`src/rtl/weight_load_ctrl_if.sv`:
```
// rtl/weight_load_ctrl_if.sv - weight_load_ctrl request, weight-store and downstream handshake bundle
interface weight_load_ctrl_if;
    logic       start;
    logic [3:0] cs_in;
    logic       ws_valid;
    logic       w_ready;
    logic       load;
    logic [3:0] cs;
    logic [2:0] phase;
    logic       w_valid;
    logic       busy;
    logic       done;
    logic       err;

    modport master (
        output start, cs_in, ws_valid, w_ready,
        input  load, cs, phase, w_valid, busy, done, err
    );

    modport slave (
        input  start, cs_in, ws_valid, w_ready,
        output load, cs, phase, w_valid, busy, done, err
    );
endinterface

```
`src/rtl/weight_load_ctrl.sv`:
```
// rtl/weight_load_ctrl.sv - sequences per-phase weight-store loads for one layer
module weight_load_ctrl #(
    parameter int NUM_PHASE = 8,
    parameter int TIMEOUT   = 15
) (
    input  logic           clk,
    input  logic           rst_n,
    weight_load_ctrl_if.slave bus
);
    // Layer codes shared with the layer-state logic; anything above AFFINE is illegal.
    localparam logic [3:0] LAYER0 = 4'd0;
    localparam logic [3:0] LAYER1 = 4'd1;
    localparam logic [3:0] LAYER2 = 4'd2;
    localparam logic [3:0] LAYER3 = 4'd3;
    localparam logic [3:0] AFFINE = 4'd4;

    localparam int CW = $clog2(TIMEOUT + 1);
    localparam logic [2:0]    LAST_PHASE = 3'(NUM_PHASE - 1);
    localparam logic [CW-1:0] CNT_LAST   = CW'(TIMEOUT - 1);
    localparam logic [CW-1:0] CNT_QUAL   = CW'(2);

    typedef enum logic [2:0] {IDLE, LOAD, HOLD, GAP, FIN} state_t;

    state_t        state;
    logic [CW-1:0] cnt;
    logic          cs_legal;

    assign cs_legal = (bus.cs_in == LAYER0) || (bus.cs_in == LAYER1) ||
                      (bus.cs_in == LAYER2) || (bus.cs_in == LAYER3) ||
                      (bus.cs_in == AFFINE);

    always_ff @(posedge clk) begin
        if (!rst_n) begin
            state       <= IDLE;
            cnt         <= '0;
            bus.load    <= 1'b0;
            bus.cs      <= 4'd0;
            bus.phase   <= 3'd0;
            bus.w_valid <= 1'b0;
            bus.busy    <= 1'b0;
            bus.done    <= 1'b0;
            bus.err     <= 1'b0;
        end else begin
            bus.done <= 1'b0;
            case (state)
                IDLE: begin
                    if (bus.start) begin
                        if (cs_legal) begin
                            bus.cs    <= bus.cs_in;
                            bus.phase <= 3'd0;
                            bus.err   <= 1'b0;
                            bus.load  <= 1'b1;
                            bus.busy  <= 1'b1;
                            cnt       <= '0;
                            state     <= LOAD;
                        end else begin
                            bus.err <= 1'b1;
                        end
                    end
                end
                LOAD: begin
                    // The store's valid is stale for its first two cycles after load rises.
                    if (cnt >= CNT_QUAL && bus.ws_valid) begin
                        bus.w_valid <= 1'b1;
                        state       <= HOLD;
                    end else if (cnt == CNT_LAST) begin
                        bus.err  <= 1'b1;
                        bus.load <= 1'b0;
                        bus.busy <= 1'b0;
                        state    <= IDLE;
                    end else begin
                        cnt <= cnt + 1'b1;
                    end
                end
                HOLD: begin
                    if (bus.w_ready) begin
                        bus.load    <= 1'b0;
                        bus.w_valid <= 1'b0;
                        if (bus.phase == LAST_PHASE) begin
                            bus.done <= 1'b1;
                            state    <= FIN;
                        end else begin
                            bus.phase <= bus.phase + 3'd1;
                            state     <= GAP;
                        end
                    end
                end
                GAP: begin
                    bus.load <= 1'b1;
                    cnt      <= '0;
                    state    <= LOAD;
                end
                FIN: begin
                    bus.busy <= 1'b0;
                    state    <= IDLE;
                end
                default: state <= IDLE;
            endcase
        end
    end
endmodule

```
`src/flat_wrapper.sv`:
```
// flat-port wrapper written by rule: the top's interface ports become plain ports
module weight_load_ctrl_flat 
#(
    parameter int NUM_PHASE = 8,
    parameter int TIMEOUT   = 15
)
  (clk, rst_n, bus_start, bus_cs_in, bus_ws_valid, bus_w_ready, bus_load, bus_cs, bus_phase, bus_w_valid, bus_busy, bus_done, bus_err);
  weight_load_ctrl_if bus_i ();
  input  logic clk;
  input  logic rst_n;
  input wire logic [$bits(bus_i.start)-1:0] bus_start;
  input wire logic [$bits(bus_i.cs_in)-1:0] bus_cs_in;
  input wire logic [$bits(bus_i.ws_valid)-1:0] bus_ws_valid;
  input wire logic [$bits(bus_i.w_ready)-1:0] bus_w_ready;
  output wire logic [$bits(bus_i.load)-1:0] bus_load;
  output wire logic [$bits(bus_i.cs)-1:0] bus_cs;
  output wire logic [$bits(bus_i.phase)-1:0] bus_phase;
  output wire logic [$bits(bus_i.w_valid)-1:0] bus_w_valid;
  output wire logic [$bits(bus_i.busy)-1:0] bus_busy;
  output wire logic [$bits(bus_i.done)-1:0] bus_done;
  output wire logic [$bits(bus_i.err)-1:0] bus_err;
  assign bus_i.start = bus_start;
  assign bus_i.cs_in = bus_cs_in;
  assign bus_i.ws_valid = bus_ws_valid;
  assign bus_i.w_ready = bus_w_ready;
  assign bus_load = bus_i.load;
  assign bus_cs = bus_i.cs;
  assign bus_phase = bus_i.phase;
  assign bus_w_valid = bus_i.w_valid;
  assign bus_busy = bus_i.busy;
  assign bus_done = bus_i.done;
  assign bus_err = bus_i.err;
  weight_load_ctrl #(.NUM_PHASE(NUM_PHASE), .TIMEOUT(TIMEOUT)) u_core (.clk(clk), .rst_n(rst_n), .bus(bus_i));
endmodule
```
`config.mk`:
```
export PLATFORM = sky130hd
export DESIGN_NAME = weight_load_ctrl_flat
export DESIGN_NICKNAME = d
export VERILOG_FILES = /design/src/rtl/weight_load_ctrl_if.sv /design/src/rtl/weight_load_ctrl.sv /design/src/flat_wrapper.sv
export SDC_FILE = /design/constraint.sdc
export NUM_CORES = 1
export LEC_CHECK = 0
export CAP_MARGIN = 20
export CORE_MARGIN = 2
export CORE_UTILIZATION = 25
export CTS_CLUSTER_DIAMETER = 60
export DETAILED_ROUTE_END_ITERATION = 10
export PLACE_DENSITY = 0.45
export SYNTH_ARGS = -nofsm -noshare
export SYNTH_HDL_FRONTEND = slang
export SYNTH_SLANG_ARGS = --single-unit
```
`constraint.sdc`:
```
create_clock -name clk -period 3.4 [get_ports clk]
set_clock_uncertainty 0.1 [all_clocks]
set_input_delay 0.68 -clock clk [delete_from_list [all_inputs] [get_ports clk]]
set_output_delay 0.68 -clock clk [all_outputs]
set_load 0.03 [all_outputs]
```
### Word level (Yosys, flattened, before mapping)

Cells that the tools add are included.

* muxes and demuxes: 32
* eq/ne operators: 19
* reduce and logical (&&, ||, !) cells: 22
* $lt $le $gt $ge: 1
* $add $sub $neg: 2

Operators with widths (number)
* $mux 3: 10
* $mux 4: 4
* $reduce_and 5->1: 3
* $pmux 3 s4: 1
* $pmux 4 s3: 1
* $mux 1: 11
* $ne 2x2->1 const B: 5
* $reduce_and 3->1: 3
* $eq 4x2->1 const B: 2
* $reduce_and 4->1: 2
* $eq 3x2->1 const B: 2
* $eq 3x3->1 const B: 2
* $ne 2x1->1 const B: 3
* $pmux 3 s2: 1
* $reduce_and 6->1: 1
* $reduce_bool 2->1: 3
* $reduce_bool 3->1: 2
* $add 4x1->4 const B: 1
* $eq 4x1->1 const B: 1
* $eq 4x3->1 const B: 1
* $eq 4x4->1 const B: 1
* $ge 4x2->1 const B: 1
* $logic_not 4->1: 1
* $logic_or 1x1->1: 4
* 9 further kinds: 10

* flip-flop bits (word level): 19
* output and inout bits: 12

### Logic depth before layout (Yosys ltp)

* depth in word-level cells: 8
* depth in mapped cells: 6
* depth with buffers taken out: 6

### Least setup slack after synthesis

No wires, ideal clock.

* path kind: register to register
* from: register u_core.bus.phase[0]
* to: register u_core.bus.phase[0]
* stages on the path, launching flop included: 7
* data arrival time: 1720 ps
* slack: 1508 ps
* library setup time: 72 ps
* clock period less this slack: 1892 ps
* path buffers: 0
* cell sequence: dfxtp_1 > ha_1 > ha_1 > and3b_1 > a21oi_1 > or4_1 > a21oi_1

* word-level cells in the longest chain between the ends: 4
* elaborated cells between the ends (all ways): 7
* classes of those cells: 1 x add/sub; 2 x eq/ne; 3 x mux; 1 x reduce/logical

Ends and longest elaborated chain
* start, declared: line weight_load_ctrl_if.sv:22 `output load, cs, phase, w_valid, busy, done, err`
* start signal, assigned: line weight_load_ctrl.sv:83 `bus.phase <= bus.phase + 3'd1;`
* $add 3x1->3: line weight_load_ctrl.sv:83
* $mux 3: line weight_load_ctrl.sv:79 `if (bus.phase == LAST_PHASE) begin`
* $mux 3: line weight_load_ctrl.sv:76 `if (bus.w_ready) begin`
* $pmux 3 s2: line weight_load_ctrl.sv:45 `case (state)`

Parallel ways exist; a longest one is shown, timed or not. The select of a mux whose other input is x is not followed.
A chain may end at the register's enable or synchronous reset.

### Final worst setup path

* from: input bus_start
* to: register u_core.bus.phase[0]

* word-level cells in the longest chain between the ends: 2

Ends and longest elaborated chain
* start, declared: line flat_wrapper.sv:11 `input wire logic [$bits(bus_i.start)-1:0] bus_start;`
* $ne 2x2->1 (no line)
* $reduce_and 5->1 (no line)

No other way between the ends.

==> run_results.csv <==
group,metric,value,unit
outcome,status,"finished clean",
critical_path,r2r_setup_slack,1490,ps
clocking,cts-hold-fix-buffers,0,
finish,final_nets,144,
flow_run,maxCapViolations,0,
critical_path,crit_path_cell_trace,"clkdlybuf4s50_1 > nor3b_4 > a21oi_1 > or4_1 > a21oi_1",
finish,drive_above_1_share,10.0,%
routing,post-route-drc-count,0,
place,port_buffers,20,
critical_path,r2r_cells,6,
floorplan,core,0.00397,mm²
clocking,clk_path_buf_depth,2,
clocking,cts-root-buf,"clkbuf_8",
min_path,min_to,"u_core.bus.w_valid$_SDFFE_PN0P_",
global_routing,antenna_found_initial,0,
pwr,switchingPower,0.127,mW
synth,synth.top_cell.area_share,37.4,%
routing,viasPerCell,5.18,
timing,hold_viol,0,
synth,syn-instance-count,111,
synth,synth_fp_nets,124,
pwr,p_seq_share,49.8,%
synth,synth.area.top_cells,"dfxtp_1, mux2i_1, ha_1, nor2_1, a21oi_1",
floorplan,die_h,67.8,µm
routing,dr.pass1.iters,4,
synth,ys_ff_latch,19,
timing,setup_viol,0,
routing,num_vias,932,
synth,synth_top_cell_by_area,"dfxtp_1",
timing,grt_setup_unrepaired,"false",
synth,yosysSeqAreaShare,37.4,%
routing,drt-total-wl,2520,µm
finish,multi_input_area,592,µm²
timing,worstMarginPinSlew,585,ps
timing,tns,0,ps
floorplan,dieWidth,67.8,µm
synth,syn_avg_cell_area,9.16,µm²
min_path,hp-start,"u_core.bus.w_valid$_SDFFE_PN0P_",
routing,post_drt_wl_per_cell,14.0,µm
place,place.gp.congestion,0.712,
clocking,cts_buffers,3,
timing,setup_slack,1230,ps
pwr,ir_drop,0.000147,V
critical_path,crit_fanout,5,
pwr,leakage,0.480,nW
synth,ys.flop_type,"dfxtp_1",
routing,drtIter0Drc,65,
finish,insertedDiodeCount,0,
finish,final_cells,180,
routing,antenna_left,0,
global_routing,grt_max_degree,17,
pwr,clkPwrFrac,35.7,%
pwr,combPwrFrac,14.6,%
critical_path,required,3500,ps
synth,synth_edf_count,0,
timing,fmax,0.461,GHz
synth,syn_area,0.00102,mm²
global_routing,grt_usage,12.4,%
timing,layout_min_cycle_time,2170,ps
pwr,netSwitchingFraction,27.1,%
finish,seq_area,380,µm²
pwr,p_int,0.343,mW
finish,fill_cells,432,
critical_path,path_common_cell,"a21oi_1",
critical_path,crit_arrival,2270,ps
pwr,finalPower,0.470,mW
clocking,clk_latency,260,ps
floorplan,row_count,23,
floorplan,start_util,25.6,%
critical_path,slowest_delay,510,ps
finish,area_growth,27.4,%
place,place_ws,975,ps
floorplan,ios,21,
pwr,p_per_area,363,mW/mm²
critical_path,cp-start-kind,"input port",
timing,slew_violations,0,
clocking,cts_sinks,19,
place,placedCellCount,176,
clocking,htreeDepth,1,
clocking,path_clk_slew,80,ps
critical_path,cp_slowest_cell,"clkdlybuf4s50_1",
place,dp_hpwl,1830,µm
synth,async_flop_share,0,%
synth,yosysWarnings,0,
timing,fin_crit_sh,63.9,%
critical_path,path_class,"in -> reg",
finish,final_util,32.6,%
min_path,min_path_cells,2,
timing,slew_headroom,60.9,%
synth,synth_cell_types,42,
floorplan,dieArea,0.00459,mm²
clocking,ctsResizeCount,0,
clocking,cts_setup_buffers,0,
global_routing,grt_first_pass_wirelength,4230,µm
global_routing,gr-total-overflow,0,
min_path,hold_class,"reg -> reg",
critical_path,end_kind,"register",
clocking,cts_tree,"done",
critical_path,r2r_end,"u_core.cnt[1]$_SDFFE_PN0P_",
critical_path,timing.rr.start,"u_core.cnt[0]$_SDFFE_PN0P_",
global_routing,grt_pass1_vias,902,
==> cell type report <==
| type | count | share of cell area (%) |
|---|---|---|
| Sequential cell | 19 | 29.3 |
| Inverter | 4 | 1.16 |
| Multi-Input combinational cell | 83 | 45.7 |
| Clock buffer | 3 | 3.19 |
| Clock inverter | 1 | 0.386 |
| Timing Repair Buffer | 20 | 15.4 |
| Tap cell | 50 | 4.83 |
==> sequential cells by signal, indices dropped and copies added, names as in the netlist <==
signal and count:
u_core.bus.cs 4, u_core.cnt 4, u_core.bus.phase 3, u_core.state 3
u_core.bus.busy 1, u_core.bus.done 1, u_core.bus.err 1, u_core.bus.load 1
u_core.bus.w_valid 1
==> cell usage in the layout, fill, tap and decap left out, types with 2 or more instances in the layout <==
cell type / Yosys / final
nand4b_1: 2 / 2
o21ai_0: 3 / 3
clkbuf_8: 0 / 3
inv_1: 3 / 3
dfxtp_1: 19 / 19
nor2_1: 10 / 10
o21a_1: 2 / 2
nor3_1: 3 / 3
a31oi_1: 3 / 3
mux2i_1: 6 / 6
nand3b_1: 2 / 2
ha_1: 4 / 4
nand4_1: 2 / 2
o221a_2: 2 / 2
nand3_1: 6 / 6
nand2_1: 8 / 8
clkdlybuf4s50_1: 0 / 20
a21oi_1: 7 / 7
a221oi_1: 2 / 2
==> synthesized netlist by cell type (all sizes together) (2+ instances only) <==
library cell and number:
inv 3, nand4 2, nor2 10, a221oi 2, nor3b 2, mux2i 6
a21oi 7, a31oi 4, o21a 2, o221a 2, o21ai 4, nand2 8
nor3 3, nand3b 2, dfxtp 19, or4 2, nand3 6, nand4b 2
ha 4, buf 4
==> how the worst max path moves through the flow <==
stage                                     start                               end  slack, ps  cells past startpoint
5_1_grt                                   rst_n        u_core.cnt[0]$_SDFFE_PN0P_       1110                      3
6_report                              bus_start  u_core.bus.phase[0]$_SDFFE_PN0P_       1230                      5
3_5_place_dp                          bus_start  u_core.bus.phase[0]$_SDFFE_PN0P_        980                      5
4_1_cts                               bus_start  u_core.bus.phase[0]$_SDFFE_PN0P_       1250                      5
2_1_floorplan  u_core.bus.phase[0]$_SDFFE_PN0P_  u_core.bus.phase[0]$_SDFFE_PN0P_       1510                      6
3_3_place_gp                          bus_start  u_core.bus.phase[0]$_SDFFE_PN0P_       1000                      5
==> power groups by stage <==
stage / clock (mW) / sequential (mW) / combinational (mW)
floorplan: 0 / 0.246 / 0.0335
global placement: 0 / 0.239 / 0.0688
detailed placement: 0 / 0.239 / 0.0689
CTS: 0.170 / 0.234 / 0.0692
global route: 0.183 / 0.236 / 0.0744
finish: 0.168 / 0.234 / 0.0684
==> logic make-up after synthesis <==
group,synth area share [%]
mux,5.90
buf+inv,4.43
fa+ha+maj,4.92
flops,37.4
simple gates,25.6
compound gates,21.8
==> metal layers <==
layer / global-route usage, % / share of wire (%)
met1: 16.8 / 49
met4: 6.00 / 1.9
met5: 0 / 0
met2: 18.9 / 44
met3: 2.17 / 5.0
==> critical path, delay by kind of cell <==
family	cells	cell delay, ps
simple gates	2	780
compound gates	2	290
buf+inv	1	510
==> metrics by stage <==
stage / hold WS, ps / instance area [µm²]
after global routing: 413 / 1300
after floorplan: 392 / 1020
final: 363 / 1300
after global placement: 365 / 1250
after CTS: 365 / 1300
after detailed placement: 353 / 1250
No activity file was read; power rests on OpenSTA's default activity.
